===== src/rtl/hier_rr_fanin.sv =====
// Purpose     : N-to-1 round-robin packet fan-in; a grant is held until the packet's last beat.
// Latency     : 1 cycle from input acceptance to out_valid (single registered output beat).
// Backpressure: in_ready is all-zero while out_valid && !out_ready; otherwise one beat per cycle.
//
// Ports:
//   clk, rst_n              single rising-edge clock, asynchronous active-low reset
//   in_valid/in_data/in_last per-child beat stream, channel i data at [i*DATA_W +: DATA_W]
//   in_ready                per-child accept, at most one bit set, 0 while in reset
//   out_valid/out_data/out_last/out_ch  registered merged stream plus source channel
//   out_ready               downstream accept
module hier_rr_fanin #(
    parameter int NUM_CH = 10,
    parameter int DATA_W = 8,
    parameter int CH_W   = $clog2(NUM_CH)
) (
    input  logic                     clk,
    input  logic                     rst_n,
    input  logic [NUM_CH-1:0]        in_valid,
    input  logic [NUM_CH*DATA_W-1:0] in_data,
    input  logic [NUM_CH-1:0]        in_last,
    output logic [NUM_CH-1:0]        in_ready,
    output logic                     out_valid,
    output logic [DATA_W-1:0]        out_data,
    output logic                     out_last,
    output logic [CH_W-1:0]          out_ch,
    input  logic                     out_ready
);

    typedef enum logic {
        S_IDLE   = 1'b0,
        S_LOCKED = 1'b1
    } state_t;

    state_t             r_state;
    state_t             w_state_nxt;
    logic [CH_W-1:0]    r_ptr;
    logic [CH_W-1:0]    w_ptr_nxt;
    logic [CH_W-1:0]    r_lock_ch;
    logic [CH_W-1:0]    w_lock_nxt;

    logic               r_out_valid;
    logic [DATA_W-1:0]  r_out_data;
    logic               r_out_last;
    logic [CH_W-1:0]    r_out_ch;

    logic [DATA_W-1:0]  w_ch_data [NUM_CH];
    logic               w_load_en;
    logic               w_req_any;
    logic [CH_W-1:0]    w_grant;
    logic [CH_W-1:0]    w_scan_idx;
    logic [CH_W-1:0]    w_sel_ch;
    logic               w_sel_vld;
    logic [DATA_W-1:0]  w_sel_data;
    logic               w_sel_last;
    logic [NUM_CH-1:0]  w_ready;
    logic               w_xfer;

    genvar gi;
    generate
        for (gi = 0; gi < NUM_CH; gi++) begin : g_unpack
            assign w_ch_data[gi] = in_data[gi*DATA_W +: DATA_W];
        end
    endgenerate

    // The output stage can take a new beat when empty or draining this cycle.
    assign w_load_en = !r_out_valid || out_ready;

    // Round-robin search starting just after r_ptr. The loop runs from the
    // farthest candidate back to the nearest so the last hit is the winner;
    // r_ptr itself is the farthest (k = NUM_CH) and so has lowest priority.
    always_comb begin : p_grant
        w_req_any  = 1'b0;
        w_grant    = '0;
        w_scan_idx = '0;
        for (int k = NUM_CH; k >= 1; k--) begin
            w_scan_idx = CH_W'((int'(r_ptr) + k) % NUM_CH);
            if (in_valid[w_scan_idx]) begin
                w_req_any = 1'b1;
                w_grant   = w_scan_idx;
            end
        end
    end

    // While locked the owner keeps in_ready even if it idles mid-packet,
    // so other channels cannot slip in between beats.
    assign w_sel_ch   = (r_state == S_LOCKED) ? r_lock_ch : w_grant;
    assign w_sel_vld  = (r_state == S_LOCKED) || w_req_any;
    assign w_sel_data = w_ch_data[w_sel_ch];
    assign w_sel_last = in_last[w_sel_ch];

    // rst_n gates in_ready directly so nothing is accepted while reset is held.
    always_comb begin : p_ready
        w_ready = '0;
        for (int i = 0; i < NUM_CH; i++) begin
            if (w_sel_ch == CH_W'(i)) begin
                w_ready[i] = rst_n && w_sel_vld && w_load_en;
            end
        end
    end

    assign in_ready = w_ready;
    assign w_xfer   = |(w_ready & in_valid);

    // Pointer only moves at end of packet, so single-beat packets rotate too.
    always_comb begin : p_fsm_nxt
        w_state_nxt = r_state;
        w_ptr_nxt   = r_ptr;
        w_lock_nxt  = r_lock_ch;
        if (w_xfer) begin
            case (r_state)
                S_IDLE: begin
                    if (w_sel_last) begin
                        w_ptr_nxt = w_grant;
                    end else begin
                        w_state_nxt = S_LOCKED;
                        w_lock_nxt  = w_grant;
                    end
                end
                S_LOCKED: begin
                    if (w_sel_last) begin
                        w_state_nxt = S_IDLE;
                        w_ptr_nxt   = r_lock_ch;
                    end
                end
                default: begin
                    w_state_nxt = S_IDLE;
                end
            endcase
        end
    end

    always_ff @(posedge clk or negedge rst_n) begin : p_fsm_reg
        if (!rst_n) begin
            r_state   <= S_IDLE;
            r_ptr     <= CH_W'(NUM_CH - 1);
            r_lock_ch <= '0;
        end else begin
            r_state   <= w_state_nxt;
            r_ptr     <= w_ptr_nxt;
            r_lock_ch <= w_lock_nxt;
        end
    end

    // A new beat overwrites the old one in the same cycle it drains: no bubble.
    always_ff @(posedge clk or negedge rst_n) begin : p_out_reg
        if (!rst_n) begin
            r_out_valid <= 1'b0;
            r_out_data  <= '0;
            r_out_last  <= 1'b0;
            r_out_ch    <= '0;
        end else if (w_xfer) begin
            r_out_valid <= 1'b1;
            r_out_data  <= w_sel_data;
            r_out_last  <= w_sel_last;
            r_out_ch    <= w_sel_ch;
        end else if (out_ready) begin
            r_out_valid <= 1'b0;
        end
    end

    assign out_valid = r_out_valid;
    assign out_data  = r_out_data;
    assign out_last  = r_out_last;
    assign out_ch    = r_out_ch;

endmodule


===== config.mk =====
export PLATFORM = sky130hd
export DESIGN_NAME = hier_rr_fanin
export DESIGN_NICKNAME = d
export VERILOG_FILES = /design/src/rtl/hier_rr_fanin.sv
export SDC_FILE = /design/constraint.sdc
export NUM_CORES = 1
export LEC_CHECK = 0
export ABC_AREA = 1
export BUFFER_PORTS_ARGS = -buffer_cell sky130_fd_sc_hd__buf_4
export CORE_MARGIN = 2
export CORE_UTILIZATION = 50
export DETAILED_ROUTE_END_ITERATION = 8
export PLACE_DENSITY = 0.86
export SLEW_MARGIN = 20
export SYNTH_ARGS = -nofsm -noshare
export SYNTH_HDL_FRONTEND = slang
export SYNTH_SLANG_ARGS = --single-unit
export TNS_END_PERCENT = 1

===== constraint.sdc =====
create_clock -name clk -period 7.4 [get_ports clk]
set_input_delay 0.37 -clock clk [delete_from_list [all_inputs] [get_ports clk]]
set_output_delay 0.37 -clock clk [all_outputs]
set_load 0.01 [all_outputs]

==> run summary, run 1 <==
Status = finished, final reports clean
Top fanout value on the critical path = 18
Syn Nets = 1057
Core Box Area = 9820 µm²
Starting DRT DRC Count = 555
Total grt overflow = 0
Reg2reg setup slack = 1.52 ns
Clock skew = 0.00436 ns
CP Data Required Time = 7.03 ns
Final setup viols = 0
Prevailing post-synth register cell = dfrtp_1
EDFF count, synth = 0
Number of cells traversed by the worst hold path = 2
Hold_sp = r_lock_ch[2]$_DFFE_PN0P_
Hold Violations, Final = 0
Fillers = 1002
Num Clock Sinks = 23
Slew HR = 35.7%
Nets = 1160
Async set-or-reset flop fraction in the synthesized netlist = 100%
Setup TNS = 0 ns
P&R area growth vs syn = 19.2%
Crit path time final = 5.96 ns
Max-cap violation count = 0
DIE WIDTH = 105 µm
DRC = 0
Setup crit start kind = flop
Number of global-route vias before repair = 5602
Clk root buf = clkbuf_8
WL/cell = 13.9 µm
Worst path slowest cell = dfrtp_1
Die area = 11000 µm²
Die Y = 105 µm
N_diodes = 0
Max-slew violations = 0
First-pass GRT wire length = 26300 µm
RSZ-0062 raised after global routing = no
Crit share post-route = 80.5%
Syn Area/Cell = 5.56 µm²
Yosys top cell by area = nand2_1
Crit-path most repeated cell = nand2_1
Largest net degree at the start of global routing = 26
Placer Congestion = 0.984
Tightest Pin Transition = 0.964 ns
Yosys reg bits = 23
Initial Util = 51.9%
Syn Inst Count = 917
Vias = 6258
Synth top area share = 26.0%
Synth top area cells = nand2_1 (26%), nand3_1 (14%), dfrtp_1 (10%)
DRT Pass-1 Iters = 5
DRT antenna net count = 0
IO Port Bufs = 126
Crit end category = primary output
CTS tree = done
Via density = 5.43
Kind of critical path = flop to primary output
CTS max path bufs = 2
Synthesized cell area = 5100 µm²
Critical path arrival = 5.59 ns
Post_cts resized = 0
Io pins = 127
HPWL after detailed placement = 13000 µm
Worst R2R Path Depth = 35
Cts bufs inserted = 3
Synth unique cells = 43
Max incr delay on CP = 0.90 ns
Global-route total usage across every layer = 28.2%
Site Rows = 36
Clock slew at reported path FFs = 0.08 ns
Register area share after synthesis = 11.3%
Share of layout cells above drive strength 1 = 20.7%
# H-tree levels = 1
Hold Path Class = flop to flop
Reg-to-Reg Start = r_ptr[2]$_DFFE_PN0P_
Total routed wirelength = 16000 µm
Yosys warnings = 0
Skew-Pair Late Insertion Delay = 0.26 ns
RR Endpoint = r_lock_ch[0]$_DFFE_PN0P_
Initial antenna violation count = 0
Fmax = 0.168 GHz
Hold endpoint = r_lock_ch[2]$_DFFE_PN0P_
worst max path at each step:
stage               slack, ns                        to  cells past startpoint            startpoint
CTS                      1.57               in_ready[8]                     31  r_ptr[2]$_DFFE_PN0P_
global placement         1.74  r_lock_ch[1]$_DFFE_PN0P_                     37  r_ptr[2]$_DFFE_PN0P_
global route             0.83               in_ready[8]                     33  r_ptr[2]$_DFFE_PN0P_
finish                   1.44               in_ready[8]                     31  r_ptr[2]$_DFFE_PN0P_
floorplan                3.04               in_ready[4]                     31  r_ptr[0]$_DFFE_PN1P_
detailed placement       1.70  r_lock_ch[0]$_DFFE_PN0P_                     35  r_ptr[2]$_DFFE_PN0P_
final cells by class:
class	count	area [µm²]	area share [%]
Clock inverter	1	5.00	0.0823
Timing Repair Buffer	128	963	15.8
Multi-Input combinational cell	765	3950	65.0
Sequential cell	23	578	9.50
Inverter	99	374	6.15
Tap cell	133	166	2.74
Clock buffer	3	41.3	0.679
per-stage QoR:
step | instances | hold slack, ns | setup WS [ns] | utilization [%] | cell area, µm²
2_1_floorplan | 917 | 0.0744 | 3.04 | - | 5100
3_3_place_gp | 1147 | 0.277 | 1.74 | 61.4 | 6030
3_5_place_dp | 1147 | 0.281 | 1.70 | 61.4 | 6030
4_1_cts | 1152 | 0.483 | 1.57 | 61.9 | 6080
5_1_grt | 1152 | 0.508 | 0.833 | 61.9 | 6080
6_report | 1152 | 0.487 | 1.44 | 61.9 | 6080
state kept, by name, indices dropped and copies added (netlist names):
signal	count
out_ch	4
out_data	8
out_last	1
out_valid	1
r_lock_ch	4
r_ptr	4
r_state	1
layer usage:
metal  part of all wire, %  track usage (%)  vias up
met4                   2.6             7.43        0
met5                     0                0        -
met3                   8.6             3.12       34
met2                    44             44.7      284
met1                    45             40.5     2760
li1                      -                -     3180
cell usage after synthesis (6+ instances only):
library cell  number
a21oi_1           20
a22o_1             8
buf_2             15
buf_6              6
dfrtp_1           21
ha_1              37
inv_1             80
inv_2             17
nand2_1          353
nand2_2           28
nand3_1          139
nand4_1           26
nor2_1            45
nor2_2             7
nor3_1             6
o21ai_0           25
o21ai_1           12
xor2_1            15
cell usage in the layout (no fill, tap or decap), types with 4 or more instances in the layout:
cell      count
nand2_1     353
nand3_1     139
buf_4       127
inv_1        80
nor2_1       45
ha_1         37
nand2_2      28
nand4_1      26
o21ai_0      25
dfrtp_1      21
a21oi_1      20
inv_2        17
xor2_1       15
o21ai_1      12
a22o_1        8
nor2_2        7
nor3_1        6
nand3_2       5
o21ai_2       4
nand3b_1      4
kinds of logic after synthesis:
logic type	Yosys count	share of synthesized area (%)
compound gates	81	9.52
flops	23	11.3
simple gates	627	55.3
mux	2	0.392
fa+ha+maj	37	9.08
buf+inv	129	11.2
xor+xnor	18	3.24
worst max-delay path: cells and delay by family (launching register included):
| kind | cells | cell delay, ns |
|---|---|---|
| fa+ha+maj | 2 | 0.66 |
| buf+inv | 5 | 0.51 |
| simple gates | 21 | 2.04 |
| flops | 1 | 0.90 |
| compound gates | 3 | 1.21 |
timing repair:
item / in CTS / in global routing
hold endpoints to repair: 21 / 0
buffers inserted: 0 / 0
hold buffers: 1 / 0
Power of run 1 is left out: the tool's default activity adds up to more than one toggle a clock period on the data nets, which glitch-free logic cannot reach.
==> run 2, diff against run 1 <==
==> constraint.sdc (replaced) <==
create_clock -name clk -period 6.05 [get_ports clk]
set_input_delay 0.3025 -clock clk [delete_from_list [all_inputs] [get_ports clk]]
set_output_delay 0.3025 -clock clk [all_outputs]
set_load 0.01 [all_outputs]
==> run summary, run 2 (synthesis results as in run 1) <==
Status = finished, final reports clean
Initial antenna violation count = 0
Cts bufs inserted = 3
Starting DRT DRC Count = 546
Nets = 1170
Core Box Area = 9820 µm²
Clk root buf = clkbuf_8
Non-Filler Instances = 1162
Wire length on met1 = 7430 µm
P&R area growth vs syn = 20.8%
Number of global-route vias before repair = 5754
Hold Path Class = primary input to flop
Critical path arrival = 5.22 ns
Placer Congestion = 0.960
Met3 wire length = 1360 µm
Most frequent cells in the layout = nand2_1 (353), nand3_1 (139), buf_4 (137)
IO Port Bufs = 126
N_diodes = 0
Initial Util = 51.9%
Cells after DPL = 1157
Tightest Pin Transition = 0.853 ns
Fillers = 1008
Top fanout value on the critical path = 23
# H-tree levels = 1
Max-cap violation count = 0
WL/cell = 14.3 µm
DRC = 0
CP Data Required Time = 5.75 ns
Largest net degree at the start of global routing = 26
Number of setup buffers added after CTS = 0
Fmax = 0.181 GHz
Via density = 5.48
CTS tree = done
Setup crit start kind = flop
Site Rows = 36
CTS max path bufs = 2
Largest register FFs = 8
Hold Violations, Final = 0
DIE WIDTH = 105 µm
Die area = 11000 µm²
DRT Pass-1 Iters = 5
Final setup viols = 0
Clock slew at reported path FFs = 0.08 ns
Wire length on met2 = 7490 µm
Total grt overflow = 0
HPWL after detailed placement = 13600 µm
Max-slew violations = 0
Global-route total usage across every layer = 29.3%
DRT antenna net count = 0
Share of layout cells above drive strength 1 = 21.4%
Crit path time final = 5.53 ns
Setup TNS = 0 ns
RSZ-0062 raised after global routing = no
Num Clock Sinks = 23
Post-DP Area = 6100 µm²
Slew HR = 42.5%
Crit end category = primary output
Total routed wirelength = 16600 µm
Top Layer Used = met4
Io pins = 127
First-pass GRT wire length = 27100 µm
Clock skew = 0.00210 ns
FF/Latch Area = 578 µm²
Kind of critical path = flop to primary output
Most common cell after layout, fill and taps aside = nand2_1
Max incr delay on CP = 0.79 ns
Final standard cell area without fillers = 6160 µm²
Multi-input logic area = 3960 µm²
Die Y = 105 µm
Skew-Pair Late Insertion Delay = 0.26 ns
Crit share post-route = 91.3%
Vias = 6371
Crit-path most repeated cell = nand2_1
Worst path slowest cell = dfstp_2
-- run 2: cell types whose count changed in the layout (fill, tap and decap cells not counted), sizes merged --
cell	before	now
clkinv	2	1
buf	127	137
clkbuf	3	4
-- run 2: final timing paths --
path,from,end,slack [ns],cells after the start
worst max-delay path,r_ptr[0]$_DFFE_PN1P_,in_ready[3],0.52,33
worst min-delay path,in_valid[1],out_valid$_DFFE_PN0P_,0.43,3
worst max register to register,r_ptr[0]$_DFFE_PN1P_,r_lock_ch[0]$_DFFE_PN0P_,0.57,38
worst min register to register,r_lock_ch[3]$_DFFE_PN0P_,r_lock_ch[3]$_DFFE_PN0P_,0.49,2
max in group asynchronous,rst_n,r_ptr[0]$_DFFE_PN1P_,5.31,2
min in group asynchronous,rst_n,out_valid$_DFFE_PN0P_,0.46,2
-- run 2: final cells by class --
class,instances,share of cell area (%)
clock buffers,4,0.731
multi-input cells,765,64.3
well taps,133,2.70
repair buffers,138,16.9
flip-flops and latches,23,9.38
inverters,99,6.07
-- run 2: through the flow --
stage	util, %	setup WS (ns)	hold WS [ns]
CTS	62.7	0.593	0.414
global route	62.7	0.0387	0.426
floorplan	-	1.76	0.00691
finish	62.7	0.524	0.425
detailed placement	62.1	0.613	0.211
global placement	62.1	0.740	0.207
-- run 2: metal layers --
layer  global-route usage, %  vias up
li1                        -     3196
met1                    40.9     2852
met2                    47.5      296
met3                    4.30       27
met4                    6.57        0
met5                       0        -
-- run 2: repair_timing --
action                                  CTS  global route
hold endpoints to repair                 21             0
gates resized for setup                   0             1
hold buffers                              1             0
endpoints found under the setup margin    0             9
-- run 2: worst max-delay path: cells and delay by family (launching register included) --
family / cells / cell delay [ns]
compound gates: 2 / 0.49
simple gates: 24 / 2.50
fa+ha+maj: 2 / 0.64
buf+inv: 5 / 0.50
flops: 1 / 0.79
Power of run 2 is left out for the same reason.
==> run 3, diff against run 2 <==
--- a/config.mk
+++ b/config.mk
@@ -10,7 +10,7 @@
 export CORE_MARGIN = 2
 export CORE_UTILIZATION = 50
 export DETAILED_ROUTE_END_ITERATION = 8
-export PLACE_DENSITY = 0.86
+export PLACE_DENSITY = 0.77
 export SLEW_MARGIN = 20
 export SYNTH_ARGS = -nofsm -noshare
 export SYNTH_HDL_FRONTEND = slang
==> run summary, run 3 (synthesis results as in run 1) <==
Status = finished, final reports clean
Slew HR = 51.2%
Tightest Pin Transition = 0.724 ns
Share of layout cells above drive strength 1 = 21.5%
# H-tree levels = 1
Number of setup buffers added after CTS = 0
Worst R2R Path Depth = 36
Num Clock Sinks = 23
Hold_sp = in_valid[1]
First-pass GRT wire length = 27000 µm
Number of global-route vias before repair = 5605
Final standard cell area without fillers = 6170 µm²
Hold Path Class = primary input to flop
DRT Pass-1 Iters = 5
Worst path slowest cell = dfstp_4
Pre-CTS setup slack = 0.700 ns
Clk root buf = clkbuf_8
Non-Filler Instances = 1162
HPWL after detailed placement = 13600 µm
Total grt overflow = 0
Cts bufs inserted = 3
Global-route total usage across every layer = 29.3%
DRT antenna net count = 0
Critical path arrival = 5.23 ns
Largest register FFs = 8
Vias = 6317
Skew-Pair Late Insertion Delay = 0.26 ns
CP bufs+invs = 6
Crit path time final = 5.54 ns
DIE WIDTH = 105 µm
WL/cell = 14.2 µm
CTS tree = done
Starting DRT DRC Count = 517
Reg2reg setup slack = 0.77 ns
Placer Congestion = 0.961
Via density = 5.44
Hold Violations, Final = 0
Total routed wirelength = 16500 µm
Post-DP Area = 6100 µm²
Fmax = 0.181 GHz
Hold endpoint = out_valid$_DFFE_PN0P_
Most common cell after layout, fill and taps aside = nand2_1
Crit end category = primary output
Io pins = 127
Delay-heaviest family, CP = simple AND/OR/NAND/NOR gates
Clock slew at reported path FFs = 0.08 ns
Kind of critical path = flop to primary output
Most frequent cells in the layout = nand2_1 (353), nand3_1 (139), buf_4 (137)
Clock skew = 0.00197 ns
Site Rows = 36
Initial Util = 51.9%
Setup WS post-layout = 0.514 ns
Top fanout value on the critical path = 23
P&R area growth vs syn = 20.9%
Reg-to-Reg Start = r_ptr[0]$_DFFE_PN1P_
IO Port Bufs = 126
Final setup viols = 0
RSZ-0062 raised after global routing = no
Max incr delay on CP = 0.76 ns
Initial antenna violation count = 0
Die Y = 105 µm
CTS max path bufs = 2
CP Data Required Time = 5.75 ns
DRC = 0
Number of cells traversed by the worst hold path = 3
Max-cap violation count = 0
Max-slew violations = 0
Setup crit start kind = flop
Nets = 1170
Largest net degree at the start of global routing = 26
N_diodes = 0
Cells after DPL = 1157
RR Endpoint = r_lock_ch[2]$_DFFE_PN0P_
Core Box Area = 9820 µm²
Crit-path most repeated cell = nand2_1
Crit share post-route = 91.5%
Setup TNS = 0 ns
Die area = 11000 µm²
## run 3: cell count changes in the layout (fill, tap and decap cells not counted), sizes merged
| cell | change |
|---|---|
| clkbuf | -1 |
| clkinv | +1 |
## run 3: final cells by class
cell class | instances | area (µm²)
clock buffers | 3 | 41.3
clock inverters | 1 | 5.00
fillers | 1037 | 3650
inverters | 99 | 374
multi-input cells | 765 | 3960
flip-flops and latches | 23 | 582
well taps | 133 | 166
repair buffers | 138 | 1040
## run 3: worst min-delay path, stage by stage
cell,delay (ns)
buf_4,0.10
a21oi_2,0.16
nand3_1,0.09
## run 3: how the worst max path moves through the flow
stage / startpoint / endpoint / slack [ns] / cells after the start
floorplan: r_ptr[0]$_DFFE_PN1P_ / in_ready[4] / 1.76 / 31
global placement: r_ptr[0]$_DFFE_PN1P_ / r_lock_ch[1]$_DFFE_PN0P_ / 0.76 / 38
detailed placement: r_ptr[0]$_DFFE_PN1P_ / r_lock_ch[2]$_DFFE_PN0P_ / 0.70 / 38
CTS: r_ptr[0]$_DFFE_PN1P_ / in_ready[3] / 0.56 / 33
global route: r_ptr[0]$_DFFE_PN1P_ / in_ready[3] / 0.07 / 33
finish: r_ptr[0]$_DFFE_PN1P_ / in_ready[3] / 0.51 / 33
## run 3: repair_timing
item                       CTS  global route
setup endpoints to repair    0            13
hold endpoints to repair    21             0
gates resized for setup      0             2
hold buffers                 1             0
## run 3: metrics by stage
step / hold slack, ns / utilization, %
after floorplan: 0.00691 / -
after global placement: 0.212 / 62.1
after detailed placement: 0.213 / 62.1
after CTS: 0.420 / 62.7
after global routing: 0.466 / 62.8
final: 0.425 / 62.8
## run 3: per-layer routing
layer / part of all wire [%] / vias to the layer above / routed length (µm) / GRT usage (%)
li1: - / 3192 / - / -
met1: 46 / 2825 / 7600 / 42.7
met2: 43 / 274 / 7140 / 45.3
met3: 9.0 / 26 / 1490 / 4.87
met4: 1.9 / 0 / 314 / 6.19
met5: 0 / - / 0 / 0
Power of run 3 is left out for the same reason.
